File: config.mk
export PLATFORM = sky130hd
export DESIGN_NAME = hazard3_instr_aligner
export DESIGN_NICKNAME = d
export VERILOG_FILES = /design/src/rtl/hazard3_instr_aligner_pkg.sv /design/src/rtl/hazard3_hw_buf.sv /design/src/rtl/hazard3_instr_aligner.sv
export SDC_FILE = /design/constraint.sdc
export NUM_CORES = 1
export LEC_CHECK = 0
export CAP_MARGIN = 20
export CORE_ASPECT_RATIO = 0.5
export CORE_MARGIN = 2
export CORE_UTILIZATION = 64
export CTS_BUF_LIST = sky130_fd_sc_hd__clkbuf_4
export DETAILED_ROUTE_END_ITERATION = 10
export GPL_ROUTABILITY_DRIVEN = 1
export PLACE_DENSITY = 0.93
export SETUP_SLACK_MARGIN = 0.5
export SYNTH_ARGS = -nofsm -noshare
export SYNTH_HDL_FRONTEND = slang
export SYNTH_SLANG_ARGS = --single-unit
File: constraint.sdc
create_clock -name clk -period 9.1 [get_ports clk]
set_input_delay 1.82 -clock clk [delete_from_list [all_inputs] [get_ports clk]]
set_output_delay 1.82 -clock clk [all_outputs]
set_load 0.02 [all_outputs]
File: src/rtl/hazard3_instr_aligner_pkg.sv
// Shared definitions for the Hazard3 instruction aligner: halfword width,
// instruction-length test, consumed-halfword encoding and a modular add
// helper for circular pointers whose modulus need not be a power of two.
package hazard3_instr_aligner_pkg;

    localparam int HW_W = 16;

    // Number of halfwords consumed from the window in one cycle.
    typedef enum logic [1:0] {
        USED_NONE = 2'd0,
        USED_ONE  = 2'd1,
        USED_TWO  = 2'd2
    } used_t;

    // A halfword whose two low bits are 2'b11 starts a 32-bit instruction.
    function automatic logic is_32bit_op(input logic [HW_W-1:0] hw);
        return hw[1:0] == 2'b11;
    endfunction

    // (a + b) mod depth, valid while a + b < 2 * depth.
    function automatic int unsigned wrap_add(input int unsigned a,
                                             input int unsigned b,
                                             input int unsigned depth);
        int unsigned s;
        s = a + b;
        return (s >= depth) ? s - depth : s;
    endfunction

endpackage

File: src/rtl/hazard3_hw_buf.sv
// Circular halfword storage for the instruction aligner. Owns the read
// pointer; the write position is given as an offset from it (the current
// fill count). Two-wide write port, two-lane read window at the read
// pointer, synchronous clear.
module hazard3_hw_buf
    import hazard3_instr_aligner_pkg::*;
#(
    parameter int DEPTH_HW = 6,
    parameter int W_CNT    = $clog2(DEPTH_HW + 1)
) (
    input  logic              clk,
    input  logic              rst,
    input  logic              clr_i,
    input  logic [1:0]        adv_i,
    input  logic [W_CNT-1:0]  wr_base_i,
    input  logic [1:0]        wr_en_i,
    input  logic [2*HW_W-1:0] wr_data_i,
    output logic [2*HW_W-1:0] rd_data_o
);

    localparam int PTR_W = $clog2(DEPTH_HW);

    logic [PTR_W-1:0] rd_q;
    logic [PTR_W-1:0] rd_d;
    logic [PTR_W-1:0] rd_p1;
    logic [PTR_W-1:0] wr_p0;
    logic [PTR_W-1:0] wr_p1;
    logic [HW_W-1:0]  mem_q [DEPTH_HW];

    // Pointer arithmetic, all modulo DEPTH_HW.
    always_comb begin
        rd_p1 = PTR_W'(wrap_add(32'(rd_q), 32'd1, DEPTH_HW));
        wr_p0 = PTR_W'(wrap_add(32'(rd_q), 32'(wr_base_i), DEPTH_HW));
        wr_p1 = PTR_W'(wrap_add(32'(wr_p0), 32'd1, DEPTH_HW));
        rd_d  = clr_i ? '0 : PTR_W'(wrap_add(32'(rd_q), 32'(adv_i), DEPTH_HW));
    end

    // Read pointer register.
    always_ff @(posedge clk) begin
        if (rst) begin
            rd_q <= '0;
        end else begin
            rd_q <= rd_d;
        end
    end

    // Halfword storage; contents need no reset since the count masks them.
    always_ff @(posedge clk) begin
        if (wr_en_i[0]) begin
            mem_q[wr_p0] <= wr_data_i[HW_W-1:0];
        end
        if (wr_en_i[1]) begin
            mem_q[wr_p1] <= wr_data_i[2*HW_W-1:HW_W];
        end
    end

    assign rd_data_o = {mem_q[rd_p1], mem_q[rd_q]};

endmodule

File: src/rtl/hazard3_instr_aligner.sv
// Hazard3 instruction aligner: buffers 32-bit fetch words as halfwords and
// presents a 32-bit window starting at the current instruction boundary.
// Optional feature macro: HAZARD3_ALIGNER_FWD_EN -- forwards a word being
// pushed into empty window lanes in the same cycle (zero-latency path).
module hazard3_instr_aligner
    import hazard3_instr_aligner_pkg::*;
#(
    parameter int DEPTH_HW = 6,
    parameter int W_CNT    = $clog2(DEPTH_HW + 1)
) (
    input  logic             clk,
    input  logic             rst,
    input  logic             fetch_valid,
    input  logic [31:0]      fetch_data,
    output logic             fetch_ready,
    input  logic             jump_valid,
    input  logic             jump_target_hw,
    output logic [31:0]      cir,
    output logic [1:0]       cir_vld,
    output logic             cir_ready,
    input  logic             cir_advance,
    input  logic             cir_is_32bit,
    output logic [W_CNT-1:0] level
);

    // Handshake: a fetch word transfers when fetch_valid && fetch_ready;
    // fetch_ready depends on registered count only. The decompressor
    // consumes with cir_advance, legal only when cir holds enough halfwords.

    logic [W_CNT-1:0]  count_q, count_d;
    logic              discard_lo_q, discard_lo_d;
    logic              push;
    logic [1:0]        push_n;
    logic [HW_W-1:0]   push_hw0, push_hw1;
    used_t             used_raw, used;
    logic [1:0]        wr_en;
    logic [W_CNT:0]    pos0, pos1;
    logic [2*HW_W-1:0] stored;
    logic [HW_W-1:0]   lane0, lane1;
    logic              lane0_vld, lane1_vld;

    assign fetch_ready = (count_q <= W_CNT'(DEPTH_HW - 2));
    assign level       = count_q;

    // Push decode, consumption amount and buffer write enables.
    always_comb begin
        push     = fetch_valid && fetch_ready && !jump_valid && !rst;
        push_hw0 = discard_lo_q ? fetch_data[31:16] : fetch_data[15:0];
        push_hw1 = fetch_data[31:16];
        if (!push) begin
            push_n = 2'd0;
        end else if (discard_lo_q) begin
            push_n = 2'd1;
        end else begin
            push_n = 2'd2;
        end
        used_raw = cir_advance ? (cir_is_32bit ? USED_TWO : USED_ONE) : USED_NONE;
        used     = jump_valid ? USED_NONE : used_raw;
        // Pushed halfword j sits at logical position count+j; anything
        // below the consumed amount was taken straight from the forward
        // path and is not stored.
        pos0     = {1'b0, count_q};
        pos1     = pos0 + (W_CNT+1)'(1);
        wr_en[0] = (push_n >= 2'd1) && (pos0 >= (W_CNT+1)'(used));
        wr_en[1] = (push_n >= 2'd2) && (pos1 >= (W_CNT+1)'(used));
    end

    // Window lanes from storage, optionally topped up by the incoming word.
    always_comb begin
        lane0     = stored[HW_W-1:0];
        lane1     = stored[2*HW_W-1:HW_W];
        lane0_vld = (count_q >= W_CNT'(1));
        lane1_vld = (count_q >= W_CNT'(2));
`ifdef HAZARD3_ALIGNER_FWD_EN
        if (count_q == W_CNT'(0)) begin
            lane0     = push_hw0;
            lane0_vld = (push_n >= 2'd1);
            lane1     = push_hw1;
            lane1_vld = (push_n >= 2'd2);
        end else if (count_q == W_CNT'(1)) begin
            lane1     = push_hw0;
            lane1_vld = (push_n >= 2'd1);
        end
`endif
        cir       = {lane1_vld ? lane1 : {HW_W{1'b0}},
                     lane0_vld ? lane0 : {HW_W{1'b0}}};
        cir_vld   = lane1_vld ? 2'd2 : (lane0_vld ? 2'd1 : 2'd0);
        cir_ready = lane0_vld && (!is_32bit_op(cir[HW_W-1:0]) || lane1_vld);
    end

    // Next fill count and misaligned-jump discard flag.
    always_comb begin
        count_d      = count_q;
        discard_lo_d = discard_lo_q;
        if (jump_valid) begin
            count_d      = '0;
            discard_lo_d = jump_target_hw;
        end else begin
            count_d = count_q - W_CNT'(used) + W_CNT'(push_n);
            if (push) begin
                discard_lo_d = 1'b0;
            end
        end
    end

    // Count and discard registers.
    always_ff @(posedge clk) begin
        if (rst) begin
            count_q      <= '0;
            discard_lo_q <= 1'b0;
        end else begin
            count_q      <= count_d;
            discard_lo_q <= discard_lo_d;
        end
    end

    hazard3_hw_buf #(
        .DEPTH_HW (DEPTH_HW),
        .W_CNT    (W_CNT)
    ) u_buf (
        .clk       (clk),
        .rst       (rst),
        .clr_i     (jump_valid),
        .adv_i     (used),
        .wr_base_i (count_q),
        .wr_en_i   (wr_en),
        .wr_data_i ({push_hw1, push_hw0}),
        .rd_data_o (stored)
    );

    // Consuming more halfwords than the window holds is illegal.
    always_ff @(posedge clk) begin
        if (!rst && !jump_valid && cir_advance) begin
            assert (2'(used_raw) <= cir_vld);
        end
    end

endmodule

## After elaboration in Yosys (flattened, before gate mapping)

Memories as Yosys holds them, arrays and structs flattened. A register that Yosys moved wholly into a read port is not among the register bits.
Index checks and enable logic that the tools add are counted.

- ROM bits: 0
- Word-level logic and storage cells: 60
- Flip-flop bits (word level): 7
- Output and inout port bits: 39
- Bits in latches: 0
- Memories kept: 1
- Input port bits: 39
- Bits in writable memories: 96

- Order comparisons: 11
- Add/sub/neg operators: 11
- $mul: 0
- Reductions and logical operators: 12
- Muxes and demuxes: 21
- Div/mod/pow operators: 0
- Shift-type cells: 0
- Equal/unequal tests: 1
- Bitwise logic cells: 0

Memory list:

| memory | depth | width | read ports | clocked after Yosys merged registers in | wr ports | line | text |
|---|---|---|---|---|---|---|---|
| u_buf.mem_q | 6 | 16 | 2 | 1 | 2 | hazard3_hw_buf.sv:28 | `logic [HW_W-1:0] mem_q [DEPTH_HW];` |

Operators with widths:

| kind | number |
|---|---|
| $mux 16 | 3 |
| $ge 4x3->1 const B | 4 |
| $mux 3 | 5 |
| $add 3x1->4 const B | 3 |
| $mux 2 | 6 |
| $sub 3x3->3 const B | 4 |
| $mux 1 | 7 |
| $logic_and 1x1->1 | 6 |
| $add 3x2->4 | 1 |
| $add 3x3->4 | 1 |
| $ge 4x2->1 | 1 |
| $add 3x2->3 | 1 |
| $ge 3x1->1 const B | 1 |
| $ge 3x2->1 | 1 |
| $ge 3x2->1 const B | 1 |
| $le 3x3->1 const B | 1 |
| $logic_not 1->1 | 3 |
| $sub 3x2->3 | 1 |
| $eq 2x2->1 const B | 1 |
| $ge 2x1->1 const B | 1 |
| $ge 2x2->1 const B | 1 |
| $reduce_bool 2->1 | 1 |
| $reduce_or 2->1 | 1 |
| $logic_or 1x1->1 | 1 |

## Longest topological paths before layout

Gate-level depths: netlist of run 1.

- Depth in word-level cells: 9
- Mapped depth: 15
- Mapped depth without buffers: 13

## Modules after synthesis

Synthesis of run 1 repeated with hierarchy kept, for this count alone.

- Cells, all modules: 526
- Area, all modules: 7,169.4 µm²

By module, submodules not included:

| module | instances | sequential area each (µm²) | area each (µm²) | cells an instance |
|---|---|---|---|---|
| hazard3_hw_buf | 1 | 2,942.8 | 6,277.3 | 421 |
| hazard3_instr_aligner | 1 | 80.1 | 892.1 | 105 |

## Worst setup path after synthesis of run 1

No wires, ideal clock.

- Path kind: register -> output
- From: reg u_buf.rd_q[1]
- To: out cir[27]
- Stages on the path, launching flop included: 12
- Path buffers: 3
- Path slack: 4.142 ns
- Data required time: 7.280 ns
- Arrival time: 3.138 ns
- Path through: dfxtp_1 buf_4 clkbuf_1 inv_1 ha_1 and3_1 nor3_1 a31oi_4 buf_4 mux4_2 nor2_1 a211oi_1

- Cells in the longest elaborated chain, start to end: 5

Ends and longest elaborated chain:

| what | line | text |
|---|---|---|
| start: declaration | hazard3_hw_buf.sv:23 | `logic [PTR_W-1:0] rd_q;` |
| start signal: assignment | hazard3_hw_buf.sv:43 | `rd_q <= rd_d;` |
| $add 3x1->4 * | hazard3_instr_aligner_pkg.sv:25 | `s = a + b;` |
| $ge 4x3->1 / $sub 3x3->3 (equally long branches) | hazard3_instr_aligner_pkg.sv:26 | `return (s >= depth) ? s - depth : s;` |
| $mux 3 * | hazard3_instr_aligner_pkg.sv:26 |  |
| $mem_v2 6x16 * | -- |  |
| $mux 16 * | hazard3_instr_aligner.sv:85 | `cir = {lane1_vld ? lane1 : {HW_W{1'b0}},` |
| end: declaration | hazard3_instr_aligner.sv:18 | `output logic [31:0] cir,` |

Mark *: on every way between the ends. The rest lies on a longest branch, timed or not.

## Final worst setup path of run 1

- From: reg u_buf.rd_q[0]
- To: out cir[25]

Same word-level chain as after synthesis.

==> impl_metrics.csv, run 1 <==
group,metric,value,unit
timing,period_needed,6.61,ns
routing,via_count,5866,
timing,final.setup.worst_slack,2.49,ns
place,numPortBuffers,77,
global_route,grt_start_max_net_pins,43,
yosys,synth_compound_area_share,14.2,%
yosys,syn_inst,636,
yosys,synth-edff-count,96,
pwr,leakage,2.75,nW
pwr,switching_share,30.4,%
yosys,syn-num-nets,697,
routing,detail_route.wl_per_cell,23.0,um
place,placed_area,8360,um2
place,place_worst_setup_slack,2.85,ns
clock_network,post_cts_buffers,0,
cells_and_area,final_nets,737,
yosys,ys_ff_latch,103,
timing,max_freq,151,MHz
timing,worst_slew_pin_slew,1.13,ns
setup_path,critPathTopFamily,"buffers and inverters",
yosys,syn_avg_cell_area,11.9,um2
cells_and_area,final_cell_mix,"edfxtp_1, nor2_1, clkdlybuf4s50_1",
timing,final.setup.tns,0,ns
timing,finClkSkew,0.0258,ns
floorplan,ioPinCount,78,
routing,drt-initial-drc-count,662,
pwr,power_frac_comb,27.9,%
clock_network,cts_tree,"done",
routing,drt_wl_total,19500,um
floorplan,dieWidth,158,um
setup_path,path_buf_inv,2,
setup_path,slowest_delay,0.84,ns
setup_path,crit_type,"reg -> out",
setup_path,critPathMaxFanout,42,
yosys,synth.mux.area_fraction,27.9,%
cells_and_area,final_area,8550,um2
yosys,async_flop_share,0,%
place,globalplace.congestion,0.866,
global_route,antenna_found_initial,1,
yosys,synth_xor_area_share,1.19,%
setup_path,cp_data_required_time,7.28,ns
yosys,synth-simple-area-share,7.97,%
timing,holdWs,0.708,ns
floorplan,die_h,80.9,um
run,cap_violations,0,
pwr,power.internal,0.768,mW
outcome,status,"finished, final reports clean",
clock_network,clk_latency,0.48,ns
timing,hold_violations,0,
setup_path,critPathArrivalTime,4.79,ns
routing,via_per_inst,6.93,
cells_and_area,drive_gt1_share,23.7,%
global_route,grt_usage,31.4,%
hold_path,min_path_type,"reg -> reg",
cells_and_area,multi_input_area,4200,um2
yosys,synthAdderAreaFrac,4.03,%
setup_path,cpMaxStageDelayCell,"dfxtp_4",
floorplan,rows,28,
timing,rsz0062_at_grt,"no",
cells_and_area,final_common_cell,"edfxtp_1",
pwr,powerDensity,129,nW/um2
routing,ant_nets,0,
cells_and_area,nFillCells,771,
timing,timing.slew.headroom,24.6,%
cells_and_area,final_core_util,73.3,%
setup_path,cp-start-kind,"flip-flop",
yosys,ys_seq_area_share,39.9,%
cells_and_area,regArea,3030,um2
clock_network,cts_buffers,9,
clock_network,clock_sinks,103,
clock_network,cts_root_buf,"clkbuf_4",
routing,drc_errors,0,
clock_network,cts_resized,0,
clock_network,max-clock-path-buffers,2,
yosys,syn_area,7570,um2
yosys,synth_top_family_by_area,"multiplexers",
floorplan,start_util,64.9,%
routing,drt_first_pass_iters,5,
timing,fin_crit_sh,72.6,%
pwr,clockPowerShare,22.1,%
timing,maxSlewViolCount,0,
clock_network,clkTransAtPathRegs,0.16,ns
floorplan,core-area,11700,um2
global_route,grt-ovfl-total,0,
clock_network,htreeDepth,3,
floorplan,die-area,12800,um2
setup_path,path_cells,"buf_4 -> ha_1 -> nand3b_1 -> a31oi_4 -> mux4_2 -> nor2_1 -> a211oi_1 -> clkdlybuf4s50_1",
yosys,synthDistinctLibCells,57,
cells_and_area,syn_to_final_growth,12.9,%
yosys,synth_ff_type,"edfxtp_1",
pwr,p_switching,0.336,mW
place,dp_hpwl,13000,um
setup_path,critPathCaptureType,"output port",
pwr,ir_worst_vdd,0.0706,mV
pwr,power_frac_seq,50.0,%
timing,setup_viol,0,
global_route,grt_pass1_wl,30100,um
global_route,grt_pass1_vias,5832,
yosys,synth-warning-count,0,
clock_network,postCtsHoldBufs,0,
## per-stage QoR
step           cells  power [mW]
2_1_floorplan    636       0.760
3_3_place_gp     827       0.846
3_5_place_dp     827       0.858
4_1_cts          842        1.09
5_1_grt          846        1.14
6_report         846        1.10
## final cells by class
class	count	share of cell area [%]
Inverter	13	0.571
Antenna cell	1	0.0293
Multi-Input combinational cell	454	49.1
Timing Repair Buffer	95	10.9
Clock inverter	5	0.673
Sequential cell	103	35.4
Tap cell	165	2.41
Clock buffer	10	0.878
## synthesized netlist by cell type (all sizes together) (13+ instances only)
cell type / n / area share (%)
a21oi: 23 / 1.5
o221a: 16 / 2.4
a2bb2oi: 18 / 2.1
inv: 13 / 0.64
o21ai: 14 / 0.98
nand2: 17 / 0.98
nor2: 79 / 3.9
clkbuf: 24 / 1.2
mux4: 32 / 9.5
a32oi: 16 / 1.9
mux2i: 49 / 6.5
edfxtp: 96 / 38
buf: 42 / 2.9
a211oi: 33 / 3.4
ha: 18 / 3.0
mux2: 80 / 12
## path summary, 6_finish.rpt
check,cells after the start,startpoint,endpoint,slack (ns)
min,2,level[2],level[2],0.71
min reg2reg,2,level[2],level[2],0.71
max reg2reg,13,u_buf.rd_q[0],u_buf.mem_q[5][4],3.82
max,8,u_buf.rd_q[0],cir[25],2.49
## worst reg2reg max path: cells and delay by family (launching register included)
family / cells / cell delay (ns)
XOR/XNOR: 1 / 0.20
AO/OA/AOI/OAI: 4 / 1.17
flip-flops: 1 / 0.84
buffers and inverters: 3 / 0.62
AND/OR/NAND/NOR: 2 / 1.06
adder cells (fa/ha/maj): 3 / 1.09
## metal layers
layer	vias up	global-route usage (%)	wire length, um
met5	-	0	0
met3	63	7.74	2150
met1	2851	39.5	7420
li1	2565	-	-
met2	387	52.7	9370
met4	0	13.5	558
## logic make-up (layout without fill, tap and decap cells)
| family | after synthesis | after routing |
|---|---|---|
| xor gates and xnor gates | 7 | 7 |
| AOI/OAI and AO/OA | 133 | 133 |
| buffers and inverters | 79 | 123 |
| adders and majority gates | 22 | 22 |
| other | 0 | 1 |
| muxes | 161 | 161 |
| DFF | 103 | 103 |
| and+or+nand+nor | 131 | 131 |
## flip-flops by register name, summed over array words and instances (netlist names)
name / count
level: 3
discard_lo_q: 1
u_buf.mem_q: 96
u_buf.rd_q: 3
## power groups by stage
| stage | clock network (mW) | registers (mW) | logic (mW) |
|---|---|---|---|
| 6_report | 0.244 | 0.551 | 0.308 |
| 4_1_cts | 0.242 | 0.551 | 0.297 |
| 2_1_floorplan | 0 | 0.555 | 0.206 |
| 3_3_place_gp | 0 | 0.560 | 0.286 |
| 5_1_grt | 0.259 | 0.553 | 0.329 |
| 3_5_place_dp | 0 | 0.562 | 0.296 |
(Power assumes the default switching activity.)
==> run 2: changes to the inputs <==
--- a/config.mk
+++ b/config.mk
@@ -8,11 +8,11 @@
 export CAP_MARGIN = 20
 export CORE_ASPECT_RATIO = 0.5
 export CORE_MARGIN = 2
-export CORE_UTILIZATION = 64
+export CORE_UTILIZATION = 54
 export CTS_BUF_LIST = sky130_fd_sc_hd__clkbuf_4
 export DETAILED_ROUTE_END_ITERATION = 10
 export GPL_ROUTABILITY_DRIVEN = 1
-export PLACE_DENSITY = 0.93
+export PLACE_DENSITY = 0.84
 export SETUP_SLACK_MARGIN = 0.5
 export SYNTH_ARGS = -nofsm -noshare
 export SYNTH_HDL_FRONTEND = slang
==> constraint.sdc (replaced) <==
create_clock -name clk -period 6.03 [get_ports clk]
set_input_delay 1.206 -clock clk [delete_from_list [all_inputs] [get_ports clk]]
set_output_delay 1.206 -clock clk [all_outputs]
set_load 0.02 [all_outputs]
==> run 2 against run 1 <==
Against the previous run: combinational power is 52% higher; register-to-register slack got worse by 2.8 ns; cell count is 3.4% higher; first-iteration DRC count grew 3.9%; clock power rose by 39%; clock skew decreased by 0.013 ns; sequential share of layout area about the same; flip-flop and latch count did not move; critical endpoint unchanged.
==> impl_metrics.csv, run 2 (synthesis gave the netlist of run 1 again) <==
group,metric,value,unit
pwr,ir_worst_vdd,0.0924,mV
setup_path,crit_type,"reg -> out",
pwr,switching_share,32.1,%
routing,via_count,5861,
setup_path,cp-start-kind,"flip-flop",
timing,holdWs,0.705,ns
cells_and_area,final_cell_mix,"edfxtp_1, nor2_1, clkdlybuf4s50_1",
clock_network,htreeDepth,3,
run,cap_violations,0,
hold_path,hold_path_depth,2,
place,placed_area,8440,um2
routing,drt_wl_total,20400,um
timing,worst_slew_pin_slew,1.06,ns
global_route,grt_start_max_net_pins,42,
hold_path,min_path_type,"reg -> reg",
pwr,powerDensity,191,nW/um2
setup_path,reg2reg_setup_slack,0.98,ns
pwr,leakage,2.74,nW
pwr,power.internal,1.11,mW
setup_path,reg2reg_from,"u_buf.rd_q[1]",
timing,fin_crit_sh,86.9,%
routing,ant_nets,0,
cells_and_area,final_area,8560,um2
timing,rsz0062_at_grt,"no",
cells_and_area,largest_register_ffs,96,
place,numPortBuffers,77,
clock_network,postCtsHoldBufs,0,
global_route,grt_pass1_wl,31000,um
place,dp_hpwl,13700,um
global_route,grt_usage,27.6,%
timing,finClkSkew,0.0128,ns
clock_network,clk_latency,0.49,ns
floorplan,rows,30,
cells_and_area,final_core_util,62.8,%
clock_network,post_cts_buffers,0,
floorplan,start_util,55.6,%
outcome,status,"finished, final reports clean",
pwr,clockPowerShare,20.6,%
routing,drt_first_pass_iters,6,
global_route,grt_pass1_vias,5762,
cells_and_area,final_common_cell,"edfxtp_1",
global_route,grt-ovfl-total,0,
cells_and_area,syn_to_final_growth,13.0,%
floorplan,die-area,15000,um2
floorplan,dieWidth,171,um
global_route,antenna_found_initial,0,
hold_path,hold_start,"level[2]",
cells_and_area,final_nets,739,
timing,max_freq,191,MHz
setup_path,critPathCaptureType,"output port",
setup_path,cp_data_required_time,4.82,ns
timing,timing.slew.headroom,29.4,%
cells_and_area,n_antenna_cell,0,
place,globalplace.congestion,0.867,
timing,period_needed,5.24,ns
floorplan,core-area,13600,um2
clock_network,cts_root_buf,"clkbuf_4",
clock_network,clock_sinks,103,
setup_path,critPathMaxFanout,16,
floorplan,ioPinCount,78,
clock_network,cts_resized,0,
pwr,p_switching,0.525,mW
cells_and_area,top_register,"u_buf.mem_q",
routing,drt-initial-drc-count,688,
setup_path,rr_endpoint,"u_buf.mem_q[1][3]",
hold_path,hold_path_end,"level[2]",
clock_network,cts_buffers,9,
setup_path,reg2reg_depth,12,
timing,setup_viol,0,
timing,final.setup.tns,0,ns
routing,detail_route.wl_per_cell,23.3,um
pwr,power_frac_comb,28.5,%
pwr,power_frac_seq,50.8,%
floorplan,die_h,87.7,um
clock_network,clkTransAtPathRegs,0.15,ns
clock_network,max-clock-path-buffers,2,
cells_and_area,drive_gt1_share,23.9,%
timing,hold_violations,0,
setup_path,critPathArrivalTime,4.03,ns
routing,drc_errors,0,
pwr,power.total,1.64,mW
timing,maxSlewViolCount,0,
routing,via_per_inst,6.70,
clock_network,cts_tree,"done",
-- run 2: changes by cell type in the layout (fill, tap and decap cells not counted) --
| cell | delta |
|---|---|
| diode_2 | -1 |
| clkinv_2 | -1 |
| buf_8 | -1 |
| clkinvlp_4 | +1 |
| inv_8 | +1 |
| inv_6 | +1 |
| buf_4 | +4 |
| clkinv_1 | +1 |
| buf_16 | -1 |
| clkbuf_4 | -1 |
| bufinv_16 | -1 |
-- run 2: routing by layer --
layer	part of all wire [%]	track usage, %	vias to the layer above
li1	-	-	2578
met5	0	0	-
met2	48	46.5	356
met1	40	36.1	2886
met3	10	6.10	41
met4	1.7	9.32	0
-- run 2: area by class of cell --
cell class	instances	area (um2)
Fill cell	1040	5070
Timing Repair Buffer	97	921
Tap cell	192	240
Multi-Input combinational cell	454	4200
Clock inverter	7	53.8
Inverter	13	48.8
Clock buffer	9	67.6
Sequential cell	103	3030
-- run 2: critical path, cell delays in order (launching register included) --
cell and delay [ns]:
dfxtp_1 0.78, inv_1 0.10, ha_1 0.36, and3_1 0.20, nor3_1 0.29, a31oi_4 0.05
buf_4 0.28, mux4_2 0.37, nor2_1 0.04, a211oi_1 0.36, clkdlybuf4s50_1 0.69
-- run 2: power groups by stage --
stage | combinational [mW] | clock [mW] | sequential (mW)
final | 0.467 | 0.338 | 0.833
after global routing | 0.496 | 0.368 | 0.834
after CTS | 0.461 | 0.339 | 0.832
after detailed placement | 0.459 | 0 | 0.848
after global placement | 0.443 | 0 | 0.846
after floorplan | 0.310 | 0 | 0.837
-- run 2: worst max-delay path by stage --
stage	to	cells past startpoint	start	slack, ns
after global placement	u_buf.mem_q[5][11]	9	jump_valid	1.15
after floorplan	cir[27]	11	u_buf.rd_q[1]	1.69
after global routing	cir[26]	10	u_buf.rd_q[1]	0.60
final	cir[25]	10	u_buf.rd_q[1]	0.79
after CTS	cir[26]	10	u_buf.rd_q[1]	0.81
after detailed placement	u_buf.mem_q[5][13]	9	jump_valid	0.99
-- run 2: through the flow --
stage | instances | setup WS, ns
after floorplan | 636 | 1.69
after global placement | 859 | 1.15
after detailed placement | 859 | 0.991
after CTS | 875 | 0.814
after global routing | 875 | 0.599
final | 875 | 0.792
